==> src/rtl/operand_stage_pkg.sv <==
// Shared pipeline definitions: word/tag types, control-bit indices, s3 record.
// No logic of its own; used by the operand stage, the decode stage and the bench.
// No flow control lives here.
package operand_stage_pkg;

  localparam int XLEN    = 32;
  localparam int TAG_W   = 5;
  localparam int INSTR_W = 8;

  typedef logic [XLEN-1:0]    word_t;
  typedef logic [TAG_W-1:0]   tag_t;
  typedef logic [INSTR_W-1:0] instrs_t;

  // Bit positions inside instr_type
  localparam int USE_RS2  = 0;
  localparam int WRITE_RD = 1;
  localparam int DO_LOAD  = 2;

  // Bit positions inside the bypass override vector
  localparam int RS1 = 0;
  localparam int RS2 = 1;

  // One instruction as held in the operand-read stage
  typedef struct packed {
    logic    valid;
    word_t   pc;
    word_t   imm;
    instrs_t instr_type;
    tag_t    rs1;
    tag_t    rs2;
    tag_t    rd;
  } stage3_t;

endpackage

==> src/rtl/sat_counter.sv <==
// Saturating up-counter with enable and synchronous clear, for perf monitoring.
// Count visible one cycle after an enabled cycle.
// No backpressure; sticks at all-ones instead of wrapping.
module sat_counter #(
  parameter int WIDTH = 32
) (
  input  logic             clock,
  input  logic             clear,
  input  logic             enable,
  output logic [WIDTH-1:0] count
);

  // Count enabled cycles, holding at the maximum value
  always_ff @(posedge clock) begin
    if (clear) begin
      count <= '0;
    end else if (enable && (count != {WIDTH{1'b1}})) begin
      count <= count + WIDTH'(1);
    end
  end

endmodule

==> src/rtl/operand_stage.sv <==
// Operand-read stage (s3) plus its s4a register: RF address steering and bypass merge.
// s2 -> s3 -> s4a, one cycle per hop; each stalled cycle adds one.
// Load-use stall holds s3 and drops s2_ready while a bubble enters s4a; flush overrides stall.
module operand_stage
  import operand_stage_pkg::*;
#(
  parameter int COUNT_WIDTH = 32
) (
  input  logic                   clock,
  input  logic                   reset,
  input  logic                   s2_valid,
  input  logic [XLEN-1:0]        s2_pc,
  input  logic [INSTR_W-1:0]     s2_instr_type,
  input  logic [TAG_W-1:0]       s2_rs1,
  input  logic [TAG_W-1:0]       s2_rs2,
  input  logic [TAG_W-1:0]       s2_rd,
  input  logic [XLEN-1:0]        s2_imm,
  output logic                   s2_ready,
  output logic [TAG_W-1:0]       rf_rs1_addr,
  output logic [TAG_W-1:0]       rf_rs2_addr,
  input  logic [XLEN-1:0]        rf_rs1_data,
  input  logic [XLEN-1:0]        rf_rs2_data,
  output logic [TAG_W-1:0]       s3_rs1,
  output logic [TAG_W-1:0]       s3_rs2,
  output logic [INSTR_W-1:0]     s3_instr_type,
  input  logic                   stall,
  input  logic [1:0]             bypass,
  input  logic [XLEN-1:0]        rs1_bypass_value,
  input  logic [XLEN-1:0]        rs2_bypass_value,
  input  logic                   flush,
  output logic                   s4a_valid,
  output logic [XLEN-1:0]        s4a_pc,
  output logic [XLEN-1:0]        s4a_imm,
  output logic [INSTR_W-1:0]     s4a_instr_type,
  output logic [TAG_W-1:0]       s4a_rd,
  output logic [XLEN-1:0]        s4a_op1,
  output logic [XLEN-1:0]        s4a_op2,
  output logic [COUNT_WIDTH-1:0] stall_count
);

  stage3_t s2_in;
  stage3_t s3_q;

  assign s2_ready = !stall || flush;

  // While stalled the RF is re-read with the held s3 specifiers so a write
  // retiring during the stall is picked up by the synchronous read.
  assign rf_rs1_addr = s2_ready ? s2_rs1 : s3_q.rs1;
  assign rf_rs2_addr = s2_ready ? s2_rs2 : s3_q.rs2;

  assign s3_rs1        = s3_q.rs1;
  assign s3_rs2        = s3_q.rs2;
  assign s3_instr_type = s3_q.instr_type;

  // Pack the incoming s2 instruction into an s3 record
  always_comb begin
    s2_in            = '0;
    s2_in.valid      = s2_valid;
    s2_in.pc         = s2_pc;
    s2_in.imm        = s2_imm;
    s2_in.instr_type = s2_instr_type;
    s2_in.rs1        = s2_rs1;
    s2_in.rs2        = s2_rs2;
    s2_in.rd         = s2_rd;
  end

  // s3 register: flush kills, stall holds, otherwise advance from s2
  always_ff @(posedge clock) begin
    if (reset) begin
      s3_q <= '0;
    end else if (flush) begin
      s3_q       <= s2_in;
      s3_q.valid <= 1'b0;
    end else if (!stall) begin
      s3_q <= s2_in;
    end
  end

  // s4a register: bubble on stall or flush; operands merge RF data with bypass
  always_ff @(posedge clock) begin
    if (reset) begin
      s4a_valid      <= 1'b0;
      s4a_pc         <= '0;
      s4a_imm        <= '0;
      s4a_instr_type <= '0;
      s4a_rd         <= '0;
      s4a_op1        <= '0;
      s4a_op2        <= '0;
    end else begin
      s4a_valid <= s3_q.valid && !stall && !flush;
      if (!stall) begin
        s4a_pc         <= s3_q.pc;
        s4a_imm        <= s3_q.imm;
        s4a_instr_type <= s3_q.instr_type;
        s4a_rd         <= s3_q.rd;
      end
      // op2 is always captured; the immediate is chosen downstream
      s4a_op1 <= bypass[RS1] ? rs1_bypass_value : rf_rs1_data;
      s4a_op2 <= bypass[RS2] ? rs2_bypass_value : rf_rs2_data;
    end
  end

  // Only stalls that actually hold a live instruction are counted
  sat_counter #(
    .WIDTH (COUNT_WIDTH)
  ) u_stall_counter (
    .clock  (clock),
    .clear  (reset),
    .enable (stall && s3_q.valid && !flush),
    .count  (stall_count)
  );

endmodule

==> config.mk <==
export PLATFORM = sky130hd
export DESIGN_NAME = operand_stage
export DESIGN_NICKNAME = d
export VERILOG_FILES = /design/src/rtl/operand_stage_pkg.sv /design/src/rtl/sat_counter.sv /design/src/rtl/operand_stage.sv
export SDC_FILE = /design/constraint.sdc
export NUM_CORES = 1
export LEC_CHECK = 0
export BUFFER_PORTS_ARGS = -buffer_cell sky130_fd_sc_hd__buf_4
export CAP_MARGIN = 10
export CORE_ASPECT_RATIO = 0.6
export CORE_UTILIZATION = 40
export DETAILED_ROUTE_END_ITERATION = 10
export PLACE_DENSITY = 0.68
export SLEW_MARGIN = 25
export SYNTH_ARGS = -nofsm -noshare
export SYNTH_HDL_FRONTEND = slang
export SYNTH_HIERARCHICAL = 1
export SYNTH_SLANG_ARGS = --single-unit
==> constraint.sdc <==
create_clock -name clock -period 3.9 [get_ports clock]
set_input_delay 0.78 -clock clock [delete_from_list [all_inputs] [get_ports clock]]
set_output_delay 0.78 -clock clock [all_outputs]
set_load 0.02 [all_outputs]
Word-level counts from Yosys, hierarchy flattened
Index checks and enable logic that the tools add are counted.
{ "classes": {"n_reduce_logical": 9, "n_eq_ne": 2, "n_mux": 6, "addsub": 1} }
{ "op_table": {"columns": ["operator", "n"], "rows": [
  ["87-bit 2-to-1 mux", 2],
  ["32-bit 2-to-1 mux", 2],
  ["32-bit by 1-bit adder with 32-bit output, second input constant", 1],
  ["32-bit != test, second input constant", 1],
  ["5-bit 2-to-1 mux", 2],
  ["1-bit logical AND", 5],
  ["1-bit logical NOT", 2],
  ["2-bit by 1-bit != test with 1-bit output, second input constant", 1],
  ["2-bit OR reduction", 1],
  ["1-bit logical OR", 1]
]} }
{ "totals": {"inputBits": 222, "word_cells": 33, "ff_bits": 262} }

Depth between registers and ports, before layout
{ "logic_depth": {"depth_word": 3, "ltp_mapped": 9, "mapped_depth_nobuf": 6} }

By module
The synthesis kept the hierarchy.
{ "by_module_without_submodules": {"columns": ["mod", "seq_area_each_um2", "instances", "area_per_inst_um2", "cells_each"], "rows": [
  ["operand_stage", 4604.4, 1, 9220.1, 888],
  ["sat_counter", 640.6, 1, 1674.1, 199]
]} }

Worst setup path after synthesis
No wires, ideal clock.
{ "synth_path": {"path_type": "input port to flip-flop", "start": "input stall", "end": "register u_stall_counter.count[31]", "t_arrival_ns": 2.947, "setup_ns": 0.121, "stages": 9, "setup_slack_ns": 0.833, "path_buffers": 3, "path_cell_list": "buf_4 buf_4 buf_4 and3b_1 nand4_1 nor4_2 nand4_1 nor4_1 mux2_2"} }
{ "synth_via": {"elab_chain_len": 3} }
{ "synth_lines": {"columns": ["element", "line_no", "source"], "rows": [
  ["start: declaration", "operand_stage.sv:26", "input logic stall,"],
  ["1-bit logical AND (2 in series)", "operand_stage.sv:109", ".enable (stall && s3_q.valid && !flush),"],
  ["1-bit logical AND", "sat_counter.sv:17", "end else if (enable && (count != {WIDTH{1'b1}})) begin"],
  ["end signal: assignment", "sat_counter.sv:18", "count <= count + WIDTH'(1);"],
  ["end: declaration", "sat_counter.sv:10", "output logic [WIDTH-1:0] count"]
]} }
Every way passes these cells.
A chain may end at the register's enable or synchronous reset.

Worst setup path after layout
{ "layout_path": {"start": "input flush", "end": "output rf_rs2_addr[4]"} }
{ "layout_via": {"elab_chain_len": 2} }
{ "layout_lines": {"columns": ["element", "line_no", "source"], "rows": [
  ["start: declaration", "operand_stage.sv:30", "input logic flush,"],
  ["1-bit logical OR", "operand_stage.sv:44", "assign s2_ready = !stall || flush;"],
  ["5-bit 2-to-1 mux", "operand_stage.sv:49", "assign rf_rs2_addr = s2_ready ? s2_rs2 : s3_q.rs2;"],
  ["end: declaration", "operand_stage.sv:20", "output logic [TAG_W-1:0] rf_rs2_addr,"]
]} }
Every way passes these cells.

==> results by group <==
Status
  – Status: finished, final reports clean

Critical path
  – Setup crit end kind: primary output
  – WP data required: 3120 ps
  – CP peak stage delay: 400 ps
  – Buffer and inverter count on the worst path: 3
  – WP data arrival: 2140 ps
  – CP startpoint: flush
  – RR Startpoint: u_stall_counter/count[21]
  – Slowest CP cell: buf_4
  – Cell Chain, Critical Path: buf_4 > nor2b_4 > inv_2 > mux2_2 > buf_4
  – Most common cell on crit path: buf_4
  – Crit path max fanout: 50
  – Top Family by Delay on Critical Path: buffers and inverters
  – Crit start category: primary input
  – Critical Setup Path Class: primary input to primary output

Synthesis
  – Sequential area share after synthesis: 48.1%
  – Gate Count Post-Synth: 1,087
  – Post-synthesis cell area: 0.0109 mm2
  – Leading area contributor after synthesis: dfxtp_1
  – Synth top area share: 48.1%
  – Seq cells post-synth: 262
  – Yosys cell types: 49
  – Post-synth EDFFs: 0
  – Synthesized area per cell: 10.0 um2
  – Post-synth ARST share: 0%
  – Post-Syn Nets: 1,310
  – Synth top area cells: dfxtp_1, mux2i_1, nor2_1, nand4bb_1, nand2b_1
  – Synth Flop Type: dfxtp_1
  – Ys Warns: 6

Clocking
  – PostCTS Resize Cnt: 0
  – Reg clk slew, reported paths: 60 ps
  – Post-CTS Hold Buffers: 0
  – Clock root cell: clkbuf_16
  – # H-tree levels: 1
  – CTS sink count: 262
  – Skew-Pair Late Insertion Delay: 530 ps
  – CTS tree: yes
  – Clk buf depth: 3
  – Num CTS Buffers: 26
  – Post-CTS setup buffer count: 0

GRT
  – Overflow after GRT: 0
  – Initial antenna violation count: 2
  – First-pass GRT wire length: 47,400 um
  – GR peak layer: met2
  – Vias in the first global route: 8,326
  – Met3 Track Usage GR: 6.64%
  – GR met1 Demand/Resource: 26.7%
  – Gr usage total: 21.2%
  – Largest net degree at the start of global routing: 127
  – GR Layer Usage met2: 34.7%

STA
  – RSZ-0062 raised after global routing: no
  – Fin. Hold Viols: 0
  – Setup TNS Final: 0 ps
  – Min Tclk post-route: 2920 ps
  – Fmax: 343 MHz
  – Slew HR: 43.2%
  – Final Max Slew Viols: 0
  – Max Clock Skew: 10.8 ps
  – Worst Max-Slew Pin Slew: 852 ps
  – Setup violations, final: 0
  – Period utilization: 74.8%

Route
  – Total number of vias: 9,177
  – Antenna Violating Nets Remaining: 0
  – Post-route DRC: 0
  – Total Wirelength: 31,800 um
  – Vias per inst: 5.05
  – WL/cell: 17.5 um
  – First-pass detailed-route iteration total: 5
  – Initial DRC count: 625

Power and ir drop
  – Clock Power Share: 40.3%
  – Sw Pwr: 0.00152 W
  – Power share of the combinational group: 13.4%
  – Sw Ratio: 24.4%
  – Sequential share of power: 46.3%
  – Peak supply drop: 0.000248 V
  – Leak Pwr: 6.69 nW
  – Cell Pwr Density: 416 mW/mm2
  – Int Pwr: 0.00470 W

Placement
  – IO Port Bufs: 424
  – Gp weighted congestion: 0.900
  – Post-DP HPWL: 21,900 um
  – DP Area: 0.0141 mm2

Die
  – DIE AREA: 0.0279 mm2
  – Initial core utilization: 41.0%
  – Chip height: 130 um
  – Site Rows: 46
  – Die Wd: 215 um
  – Core ar.: 0.0266 mm2
  – IO Pins: 425

Hold path
  – Worst Hold Class: primary input to flip-flop
  – Hold path start: rf_rs2_data[8]

Finish
  – Final instance area: 0.0149 mm2
  – P&R area growth vs syn: 37.2%
  – Share of layout cells above drive strength 1: 34.1%
  – Most frequent cells in the layout: buf_4, dfxtp_1, nor2_1
  – Register area: 0.00525 mm2
  – Nets: 1,662
  – Commonest non-fill, non-tap cell in the layout: buf_4
  – Filler Cells Inserted: 2,403
  – Multi-input logic area: 0.00508 mm2

Flow run
  – MaxCap Viol Count: 0
==> flip-flops by register name (all words and copies together), names as in the netlist <==
register	flops
s3_instr_type	8
s3_q	70
s3_rs1	5
s3_rs2	5
s4a_imm	32
s4a_instr_type	8
s4a_op1	32
s4a_op2	32
s4a_pc	32
s4a_rd	5
s4a_valid	1
u_stall_counter/count	32
==> final cells by class <==
class | count | share of cell area (%)
clock inverters | 3 | 0.117
clock buffers | 42 | 5.63
flip-flops and latches | 262 | 35.1
diodes | 2 | 0.0335
well taps | 360 | 3.01
multi-input cells | 712 | 34.0
inverters | 3 | 0.0753
repair buffers | 434 | 22.0
==> power by group through the flow <==
| stage | Clock [W] | Combinational [W] | Sequential [W] |
|---|---|---|---|
| 2_1_floorplan | 0 | 0.000365 | 0.00302 |
| 3_5_place_dp | 0 | 0.000840 | 0.00294 |
| 5_1_grt | 0.00269 | 0.000894 | 0.00289 |
| 6_report | 0.00251 | 0.000833 | 0.00288 |
| 3_3_place_gp | 0 | 0.000832 | 0.00293 |
| 4_1_cts | 0.00258 | 0.000843 | 0.00288 |
==> layer usage <==
| layer | routed length [um] | vias up |
|---|---|---|
| met5 | 0 | - |
| met4 | 897 | 0 |
| met3 | 2460 | 47 |
| met2 | 15000 | 282 |
| met1 | 13400 | 4330 |
| li1 | - | 4518 |
==> cell usage after synthesis (2+ instances only) <==
cell type,n
and4_1,4
a21oi_1,22
mux2i_1,143
buf_2,22
nor2_1,155
buf_4,27
or4_1,12
nand4_1,10
mux2_2,2
and3_1,3
o21ai_0,94
dfxtp_1,262
buf_6,3
nor2b_1,2
a2111oi_0,2
clkbuf_1,58
nand2b_1,88
or4bb_1,36
or3_1,10
nand3_1,13
xnor2_1,6
mux2_4,9
nor3b_1,2
nor3_1,3
o31ai_1,12
nand2_1,10
inv_1,2
nor4_1,4
nand4bb_1,51
==> final timing paths <==
kind              cells after the start                   endpoint  slack [ps]
setup reg to reg                      6  u_stall_counter/count[21]        1110
hold reg to reg                       2                 s4a_pc[29]         480
setup / recovery                      5             rf_rs2_addr[4]         980
hold / removal                        3                 s4a_op2[8]         480
==> worst register-to-register path, stage by stage, from the launching register on <==
cell	delay [ps]
dfxtp_1	430
and3_4	260
or3b_1	510
nor4_2	720
buf_4	360
nor3b_1	90
mux2_1	320
==> cell families after synthesis <==
group                    Yosys count  share of synthesized area, %
adder cells (fa/ha/maj)            1                         0.115
AO/OA/AOI/OAI                    136                          6.89
AND/OR/NAND/NOR                  413                          24.3
buffers and inverters            113                          5.28
XOR/XNOR                           7                         0.563
multiplexers                     155                          14.7
flip-flops                       262                          48.1
==> per-stage QoR <==
step	total power [W]	setup slack, ps	hold slack (ps)	cells	util [%]
floorplan	0.00338	833	451	1087	-
global placement	0.00376	783	459	1771	53.0
detailed placement	0.00377	735	473	1771	53.0
CTS	0.00630	985	455	1816	56.2
global route	0.00647	912	472	1818	56.2
finish	0.00622	982	478	1818	56.2
Power figures use the tool's default switching activity.
